==> config.mk <==
export PLATFORM = sky130hd
export DESIGN_NAME = alu_arbiter
export DESIGN_NICKNAME = d
export VERILOG_FILES = /design/src/rtl/alu_arbiter.sv
export SDC_FILE = /design/constraint.sdc
export NUM_CORES = 1
export LEC_CHECK = 0
export BUFFER_PORTS_ARGS = -buffer_cell sky130_fd_sc_hd__buf_4
export CAP_MARGIN = 20
export CORE_AREA = 2 2 120 122
export CTS_CLUSTER_DIAMETER = 80
export DETAILED_ROUTE_END_ITERATION = 10
export DIE_AREA = 0 0 122 124
export PLACE_DENSITY_LB_ADDON = 0.15
export SLEW_MARGIN = 20
export SYNTH_ARGS = -nofsm -noshare
export SYNTH_HDL_FRONTEND = slang
export SYNTH_SLANG_ARGS = --single-unit
==> constraint.sdc <==
create_clock -name clk -period 4.25 [get_ports clk]
set_input_delay 0.85 -clock clk [delete_from_list [all_inputs] [get_ports clk]]
set_output_delay 0.85 -clock clk [all_outputs]
set_load 0.03 [all_outputs]
==> src/rtl/alu_arbiter.sv <==
// Shares one combinational alu between requester A (execute) and requester B (address/branch helper).
// Round-robin grant, one alu operation per cycle, and a registered one-entry response buffer per requester.
module alu_arbiter #(
  parameter int XLEN      = 32,
  parameter bit PRIO_INIT = 1'b0
) (
  input  logic            clk,
  input  logic            rst,
  input  logic            a_req_valid,
  output logic            a_req_ready,
  input  logic [3:0]      a_op,
  input  logic [XLEN-1:0] a_in1,
  input  logic [XLEN-1:0] a_in2,
  output logic            a_resp_valid,
  input  logic            a_resp_ready,
  output logic [XLEN-1:0] a_resp_data,
  input  logic            b_req_valid,
  output logic            b_req_ready,
  input  logic [3:0]      b_op,
  input  logic [XLEN-1:0] b_in1,
  input  logic [XLEN-1:0] b_in2,
  output logic            b_resp_valid,
  input  logic            b_resp_ready,
  output logic [XLEN-1:0] b_resp_data,
  output logic [3:0]      alu_op,
  output logic [XLEN-1:0] alu_in1,
  output logic [XLEN-1:0] alu_in2,
  input  logic [XLEN-1:0] alu_out
);

  // Handshake: a request transfers on a cycle where X_req_valid && X_req_ready;
  // a response transfers on a cycle where X_resp_valid && X_resp_ready.
  // X_req_ready is the grant and depends combinationally on X_resp_ready.

  logic prio;  // 0 = A holds priority, 1 = B holds priority
  logic a_elig, b_elig;
  logic grant_a, grant_b;

  // A requester is eligible when its buffer is empty or is being drained this cycle.
  assign a_elig = !rst && a_req_valid && (!a_resp_valid || a_resp_ready);
  assign b_elig = !rst && b_req_valid && (!b_resp_valid || b_resp_ready);

  assign grant_a = a_elig && (!b_elig || (prio == 1'b0));
  assign grant_b = b_elig && (!a_elig || (prio == 1'b1));

  assign a_req_ready = grant_a;
  assign b_req_ready = grant_b;

  always_comb begin
    alu_op  = 4'b0;
    alu_in1 = '0;
    alu_in2 = '0;
    if (grant_a) begin
      alu_op  = a_op;
      alu_in1 = a_in1;
      alu_in2 = a_in2;
    end else if (grant_b) begin
      alu_op  = b_op;
      alu_in1 = b_in1;
      alu_in2 = b_in2;
    end
  end

  always_ff @(posedge clk or posedge rst) begin
    if (rst) begin
      a_resp_valid <= 1'b0;
      a_resp_data  <= '0;
    end else if (grant_a) begin
      a_resp_valid <= 1'b1;
      a_resp_data  <= alu_out;
    end else if (a_resp_valid && a_resp_ready) begin
      a_resp_valid <= 1'b0;
    end
  end

  always_ff @(posedge clk or posedge rst) begin
    if (rst) begin
      b_resp_valid <= 1'b0;
      b_resp_data  <= '0;
    end else if (grant_b) begin
      b_resp_valid <= 1'b1;
      b_resp_data  <= alu_out;
    end else if (b_resp_valid && b_resp_ready) begin
      b_resp_valid <= 1'b0;
    end
  end

  // Priority passes to the requester that was not just served.
  always_ff @(posedge clk or posedge rst) begin
    if (rst) begin
      prio <= PRIO_INIT;
    end else if (grant_a) begin
      prio <= 1'b1;
    end else if (grant_b) begin
      prio <= 1'b0;
    end
  end

endmodule
# == Word-level counts from Yosys, hierarchy flattened ==
# Index checks and enable logic that the tools add are counted.
# op_classes
bitwise_logic,1
n_reduce_logical,20
muxes,12
# ops
op,count
$mux 32,4
$logic_and 1x1->1,8
$mux 4,2
$mux 1,6
$reduce_bool 2->1,3
$logic_not 1->1,5
$logic_or 1x1->1,4
$not 1->1,1
# word_totals
regBits,67
inputBits,174
out_inout_bits,136

# == Longest topological paths before layout ==
# Gate-level depths: netlist (run 1).
# logic_depth
word_depth,8
ltp_mapped,6

# == Least setup slack after synthesis (run 1) ==
# Ideal clock, no wire load.
# synth_path
kind,input to output
startpoint,in rst
endpoint,out alu_in2[22]
stages,5
arrival_time_ns,3.929
required_ns,3.400
setup_slack_ns,-0.529
path_cell_list,buf_2 -> clkinv_1 -> clkbuf_1 -> nand2_1 -> o32ai_1
# synth_via
elab_chain_cells,8
word_cells_on_any_way,13
cone_classes,2 x mux; 11 x reduce/logical
# synth_rtl
item,line_no,text
"start, declared",8,"input logic rst,"
$logic_not 1->1 (no source line) (*),--,
$logic_and 1x1->1 (2 in a row),40,assign a_elig = !rst && a_req_valid && (!a_resp_valid || a_resp_ready);
$logic_not 1->1,44,assign grant_b = b_elig && (!a_elig || (prio == 1'b1));
$logic_or 1x1->1,44,
$logic_and 1x1->1,44,
$mux 32,57,end else if (grant_b) begin
$mux 32 (*),53,if (grant_a) begin
"end, declared",27,"output logic [XLEN-1:0] alu_in2,"
# Mark *: on every way between the ends. The rest lies on a longest branch, timed or not.

# == Worst setup path in the final report (run 1) ==
# layout_path
startpoint,in b_resp_ready
endpoint,out alu_in2[14]
# layout_via
elab_chain_cells,6
word_cells_on_any_way,8
cone_classes,2 x mux; 6 x reduce/logical
# layout_rtl
item,line_no,text
"start, declared",23,"input logic b_resp_ready,"
$logic_or 1x1->1 (*),41,assign b_elig = !rst && b_req_valid && (!b_resp_valid || b_resp_ready);
$logic_and 1x1->1 (*),41,
$logic_not 1->1,43,assign grant_a = a_elig && (!b_elig || (prio == 1'b0));
$logic_or 1x1->1,43,
$logic_and 1x1->1,43,
$mux 32 (*),53,
# Marked as above.

==> results.txt, run 1 <==
number of DRC markers in iteration 0: 205
worst slew pin tran: 736 ps
Max stage delay on crit path: 560 ps
Core Footprint: 13700 um2
Net Sw Frac: 38.9%
sequential share of power: 28.9%
Mapped Nets: 564
Post-DP Area: 6300 um2
ANT nets after route: 0
Initial Utilization: 28.2%
Avg Cell Area, Syn: 9.90 um2
WP data arrival: 2360 ps
gate count after technology mapping: 390
clk buf depth: 2
Clock Skew: 6.57 ps
Hold Crit Class: reg -> reg
Psw: 0.00122 W
Syn-to-layout area delta: 72.4%
Worst Reg-to-Reg Cells: 4
ANT cells: 0
Max IR drop VDD: 0.000280 V
dpl cells: 853
critical path fanouts, max: 20
# DRC: 0
Rel. slew slack: 50.9%
critical path type: in -> out
critical path depth: 6
first-pass detailed-route iteration total: 4
row count: 43
Final Util: 48.5%
combinational power share: 45.1%
crit-path most repeated cell: buf_4
vias: 4131
GR Overflow Total: 0
leakage: 3.45 nW
number of library cell types mapped by synthesis: 20
Setup crit end kind: output pin
first-pass GRT wire length: 21300 um
initial antenna violation count: 0
Setup violations, final: 0
cts-stage hold buffer count: 0
Synth area leaders: dfrtp_1 (43%), o32ai_1 (15%), mux2_2 (9.9%)
CTS tree: yes
final WL: 14900 um
Die Span X: 122 um
post-CTS setup buffer count: 0
Crit path max-delay family: compound AO/OA/AOI/OAI gates
final cycle utilization of the critical path: 75.4%
endpoints failing hold: 0
vias per inst: 4.75
GPL Wtd Cong: 0.752
Clk pwr share: 26.1%
Final min period: 3210 ps
slowest CP cell: o211ai_4
Ys Warns: 0
post-synth top area share: 43.4%
CP Launch Type: primary input
Overall Power: 0.00315 W
non-filler cells, final: 870
H-tree levels: 3
Final Instance Area: 6660 um2
Clk pin slew, worst setup/hold paths: 60 ps
vias in the first global route: 3949
register area share after synthesis: 43.4%
hpwl dp: 11600 um
area leader, netlist: dfrtp_1
Hold Path Depth: 1
synthesized cell area: 3860 um2
clk sinks: 67
RSZ-0062 raised after global routing: false
num ports: 310
TritonCTS Buffers: 9
IO Port Bufs: 309
Die ar.: 15100 um2
Die Span Y: 124 um
crit-path cells: buf_4 -> and2b_4 -> o211ai_4 -> buf_4 -> o32ai_1 -> buf_4
Yosys reg bits: 67
Final #Nets: 859
Worst Path Buf+Inv: 3
Power Dens Cells: 473 nW/um2
total track usage: 18.1%
fmax: 312 MHz
internal power: 0.00193 W
setup tns final: 0 ps
outcome: finished, final reports clean
Final Slew Violations: 0
Max Cap Violations: 0
fraction of layout cells with a size suffix above 1: 54.8%
largest net degree at the start of global routing: 76
CTS resizes: 0
Crit path required time: 3400 ps
routed len/inst: 17.2 um
fill count: 1282
clk_lat worst skew: 320 ps
Root Driver: clkbuf_16
-- registers in the layout, indices dropped and copies added (netlist names) --
signal / count
b_resp_data: 32
a_resp_data: 32
prio: 1
a_resp_valid: 1
b_resp_valid: 1
-- cells in the mapped netlist, drive strengths merged --
master / count
buf: 14
and2b: 2
o32ai: 68
a21oi: 1
nor2b: 2
o211ai: 4
clkbuf: 21
inv: 71
nand2b: 3
nand2: 71
dfrtp: 67
a31o: 1
mux2: 64
clkinv: 1
-- cells in the final DEF, fill, tap and decap left out, drive strengths merged --
| cell | instances |
|---|---|
| dfrtp | 67 |
| a21oi | 1 |
| nand2 | 71 |
| o211ai | 4 |
| o32ai | 68 |
| bufinv | 2 |
| a31o | 1 |
| clkinvlp | 1 |
| nor2b | 2 |
| and2b | 2 |
| clkbuf | 9 |
| buf | 319 |
| inv | 76 |
| nand2b | 3 |
| mux2 | 64 |
-- path summary, 6_finish.rpt --
| check | slack [ps] | from | endpoint |
|---|---|---|---|
| setup / recovery | 1040 | b_resp_ready | alu_in2[14] |
| hold / removal | 490 | a_resp_data[14] | a_resp_data[14] |
| setup reg to reg | 2450 | a_resp_valid | b_resp_data[3] |
| hold reg to reg | 490 | a_resp_data[14] | a_resp_data[14] |
| max in group asynchronous | 2430 | rst | a_resp_data[20] |
| min in group asynchronous | 810 | rst | b_resp_data[4] |
-- layout make-up --
cell class | count | area [um2] | share of cell area [%]
timing repair buffer | 319 | 2410 | 36.3
multi-input combinational | 216 | 1740 | 26.1
sequential | 67 | 1680 | 25.2
inverter | 72 | 273 | 4.10
clock buffer | 9 | 225 | 3.38
tap | 180 | 225 | 3.38
clock inverter | 7 | 105 | 1.58
-- power groups by stage --
stage | registers (W) | clock network, W | logic (W)
floorplan | 0.00127 | 0 | 0.000470
global placement | 0.000911 | 0 | 0.00141
detailed placement | 0.000922 | 0 | 0.00143
CTS | 0.000913 | 0.000839 | 0.00143
global route | 0.000934 | 0.000872 | 0.00149
finish | 0.000909 | 0.000822 | 0.00142
-- kinds of logic (layout without fill, tap and decap cells) --
family,after synthesis,in the layout,synth area share [%]
buffers and inverters,107,407,12.0
AND/OR/NAND/NOR,78,78,8.42
AO/OA/AOI/OAI,74,74,17.5
flip-flops,67,67,43.4
multiplexers,64,64,18.7
-- through the flow --
stage	setup slack (ps)	hold slack, ps
global placement	751	476
detailed placement	699	483
finish	1040	492
global route	982	516
floorplan	627	585
CTS	700	496
-- per-layer routing --
metal / vias up / share of wire [%] / track usage, %
met5: - / 0 / 0
met4: 0 / 3.2 / 8.05
met3: 32 / 8.8 / 5.08
met1: 1971 / 37 / 21.3
met2: 179 / 51 / 30.8
li1: 1949 / - / -
Note: power is estimated with default switching activity, not from simulation.
==> inputs of run 2 (changes only) <==
==> constraint.sdc (replaced) <==
create_clock -name clk -period 3.12 [get_ports clk]
set_input_delay 0.624 -clock clk [delete_from_list [all_inputs] [get_ports clk]]
set_output_delay 0.624 -clock clk [all_outputs]
set_load 0.03 [all_outputs]
==> run 2 against run 1 <==
Net effect: critical path depth unchanged; final cell count grew 0.34%; via count down 0.53%; highest routed layer unchanged; flip-flop and latch count stayed put; sequential power rose by 36%; core utilization increased by 0.42 points; largest cell class unchanged; critical path type unchanged; count of clock-buffer cells in the layout increased by 2; worst hold slack worse by 39 ps; setup slack worse by 590 ps; final area grew 0.86%; clock power up 47%.
==> results.txt, run 2 (synthesis results as in run 1) <==
CTS tree: yes
first-pass detailed-route iteration total: 4 (unchanged)
Crit path required time: 2500 ps (-900 ps)
Crit path max-delay family: buffers and inverters
Die Span Y: 124 um (unchanged)
Root Driver: clkbuf_16
total track usage: 17.4% (-0.71 points)
Final #Nets: 862 (+0.35%)
fmax: 376 MHz
Max IR drop VDD: 0.000430 V (+54%)
crit-path cells: buf_4 -> nand2b_1 -> o211ai_4 -> buf_4 -> o32ai_1 -> buf_4
Hold Crit Class: in -> async
Max Cap Violations: 0 (unchanged)
Initial Utilization: 28.2% (unchanged)
commonest non-fill, non-tap cell in the layout: buf_4
fill count: 1288 (+0.47%)
ANT cells: 0 (unchanged)
worst slew pin tran: 619 ps (-117 ps)
Setup crit end kind: output pin
Overall Power: 0.00438 W (+39%)
CTS resizes: 0 (unchanged)
TritonCTS Buffers: 9 (unchanged)
Die ar.: 15100 um2 (unchanged)
leakage: 3.48 nW (+0.96%)
largest net degree at the start of global routing: 57 (-25%)
post-CTS setup buffer count: 0 (unchanged)
cts-stage hold buffer count: 0 (unchanged)
Reg area: 1680 um2 (unchanged)
WP data arrival: 2040 ps (-320 ps)
Final Slew Violations: 0 (unchanged)
clk buf depth: 2 (unchanged)
GPL Wtd Cong: 0.788 (+4.8%)
Setup violations, final: 0 (unchanged)
most frequent cells in the layout: buf_4 (320), nand2_1 (71), inv_1 (71)
CP Launch Type: primary input
Final min period: 2660 ps
vias per inst: 4.71 (-0.87%)
vias: 4109 (-0.53%)
final cycle utilization of the critical path: 85.3%
critical path fanouts, max: 35 (+75%)
routed len/inst: 16.8 um (-2.0%)
GR Overflow Total: 0 (unchanged)
critical path depth: 6 (unchanged)
Largest regs: a_resp_data (32), b_resp_data (32)
number of DRC markers in iteration 0: 169 (-18%)
Rel. slew slack: 58.5% (+7.6 points)
H-tree levels: 3 (unchanged)
row count: 43 (unchanged)
fraction of layout cells with a size suffix above 1: 55.0% (+0.20 points)
RSZ-0062 raised after global routing: false
Power Dens Cells: 652 nW/um2 (+38%)
slowest CP cell: o32ai_1
Clock Skew: 9.74 ps (+3.17 ps)
ANT nets after route: 0 (unchanged)
Clk pin slew, worst setup/hold paths: 60 ps (about the same)
Core Footprint: 13700 um2 (unchanged)
first-pass GRT wire length: 20400 um (-3.8%)
num ports: 310 (unchanged)
Worst Path Buf+Inv: 3 (unchanged)
endpoints failing hold: 0 (unchanged)
# DRC: 0 (unchanged)
Syn-to-layout area delta: 73.9%
final WL: 14700 um (-1.7%)
clk sinks: 67 (unchanged)
Worst Reg-to-Reg Cells: 4 (unchanged)
hpwl dp: 11400 um (-2.4%)
area of the multi-input gates: 1740 um2 (unchanged)
vias in the first global route: 3810 (-3.5%)
Max stage delay on crit path: 410 ps (-150 ps)
clk_lat worst skew: 330 ps (about the same)
outcome: finished, final reports clean
crit-path most repeated cell: buf_4
setup tns final: 0 ps (unchanged)
initial antenna violation count: 0 (unchanged)
IO Port Bufs: 309 (unchanged)
Die Span X: 122 um (unchanged)
critical path type: in -> out
==> run 2: cell type report <==
class                   instances  area share [%]
flip-flops and latches         67            25.0
multi-input cells             216            25.9
repair buffers                322            36.4
well taps                     180            3.35
clock inverters                 5            1.60
inverters                      72            4.06
clock buffers                  11            3.76
==> run 2: tightest hold or removal path, cell delays in order <==
cell and delay [ps]:
buf_4 200, inv_4 90, buf_12 250
==> run 2: metrics by stage <==
| step | cell area, um2 | hold slack [ps] | cells | util [%] | worst slack, ps |
|---|---|---|---|---|---|
| 5_1_grt | 6720 | 476 | 873 | 49.0 | 424 |
| 3_3_place_gp | 6360 | 475 | 857 | 46.3 | 510 |
| 6_report | 6720 | 453 | 873 | 49.0 | 458 |
| 3_5_place_dp | 6360 | 486 | 857 | 46.3 | 500 |
| 2_1_floorplan | 3870 | 585 | 390 | - | 360 |
| 4_1_cts | 6720 | 453 | 873 | 49.0 | 488 |
==> run 2: worst paths after layout <==
path | startpoint | to | slack (ps)
max | a_resp_ready | alu_in1[20] | 460
min | rst | b_resp_data[1] | 450
max reg2reg | a_resp_valid | b_resp_data[17] | 1020
min reg2reg | a_resp_data[26] | a_resp_data[26] | 500
max in group asynchronous | rst | b_resp_data[12] | 1860
min in group clk | a_resp_data[26] | a_resp_data[26] | 500
==> run 2: metal layers <==
layer  part of all wire (%)  track usage, %
met1                     38            20.8
met2                     52            30.3
met3                    8.7            5.63
met4                    1.3            4.17
met5                      0               0
==> run 2: where the power goes <==
| part | leakage, nW | switching (W) | internal (W) | total (W) |
|---|---|---|---|---|
| combinational | 2.51 | 0.00113 | 0.000798 | 0.00193 |
| sequential | 0.789 | 0.000130 | 0.00111 | 0.00124 |
| clock | 0.176 | 0.000382 | 0.000828 | 0.00121 |
| total | 3.48 | 0.00164 | 0.00274 | 0.00438 |
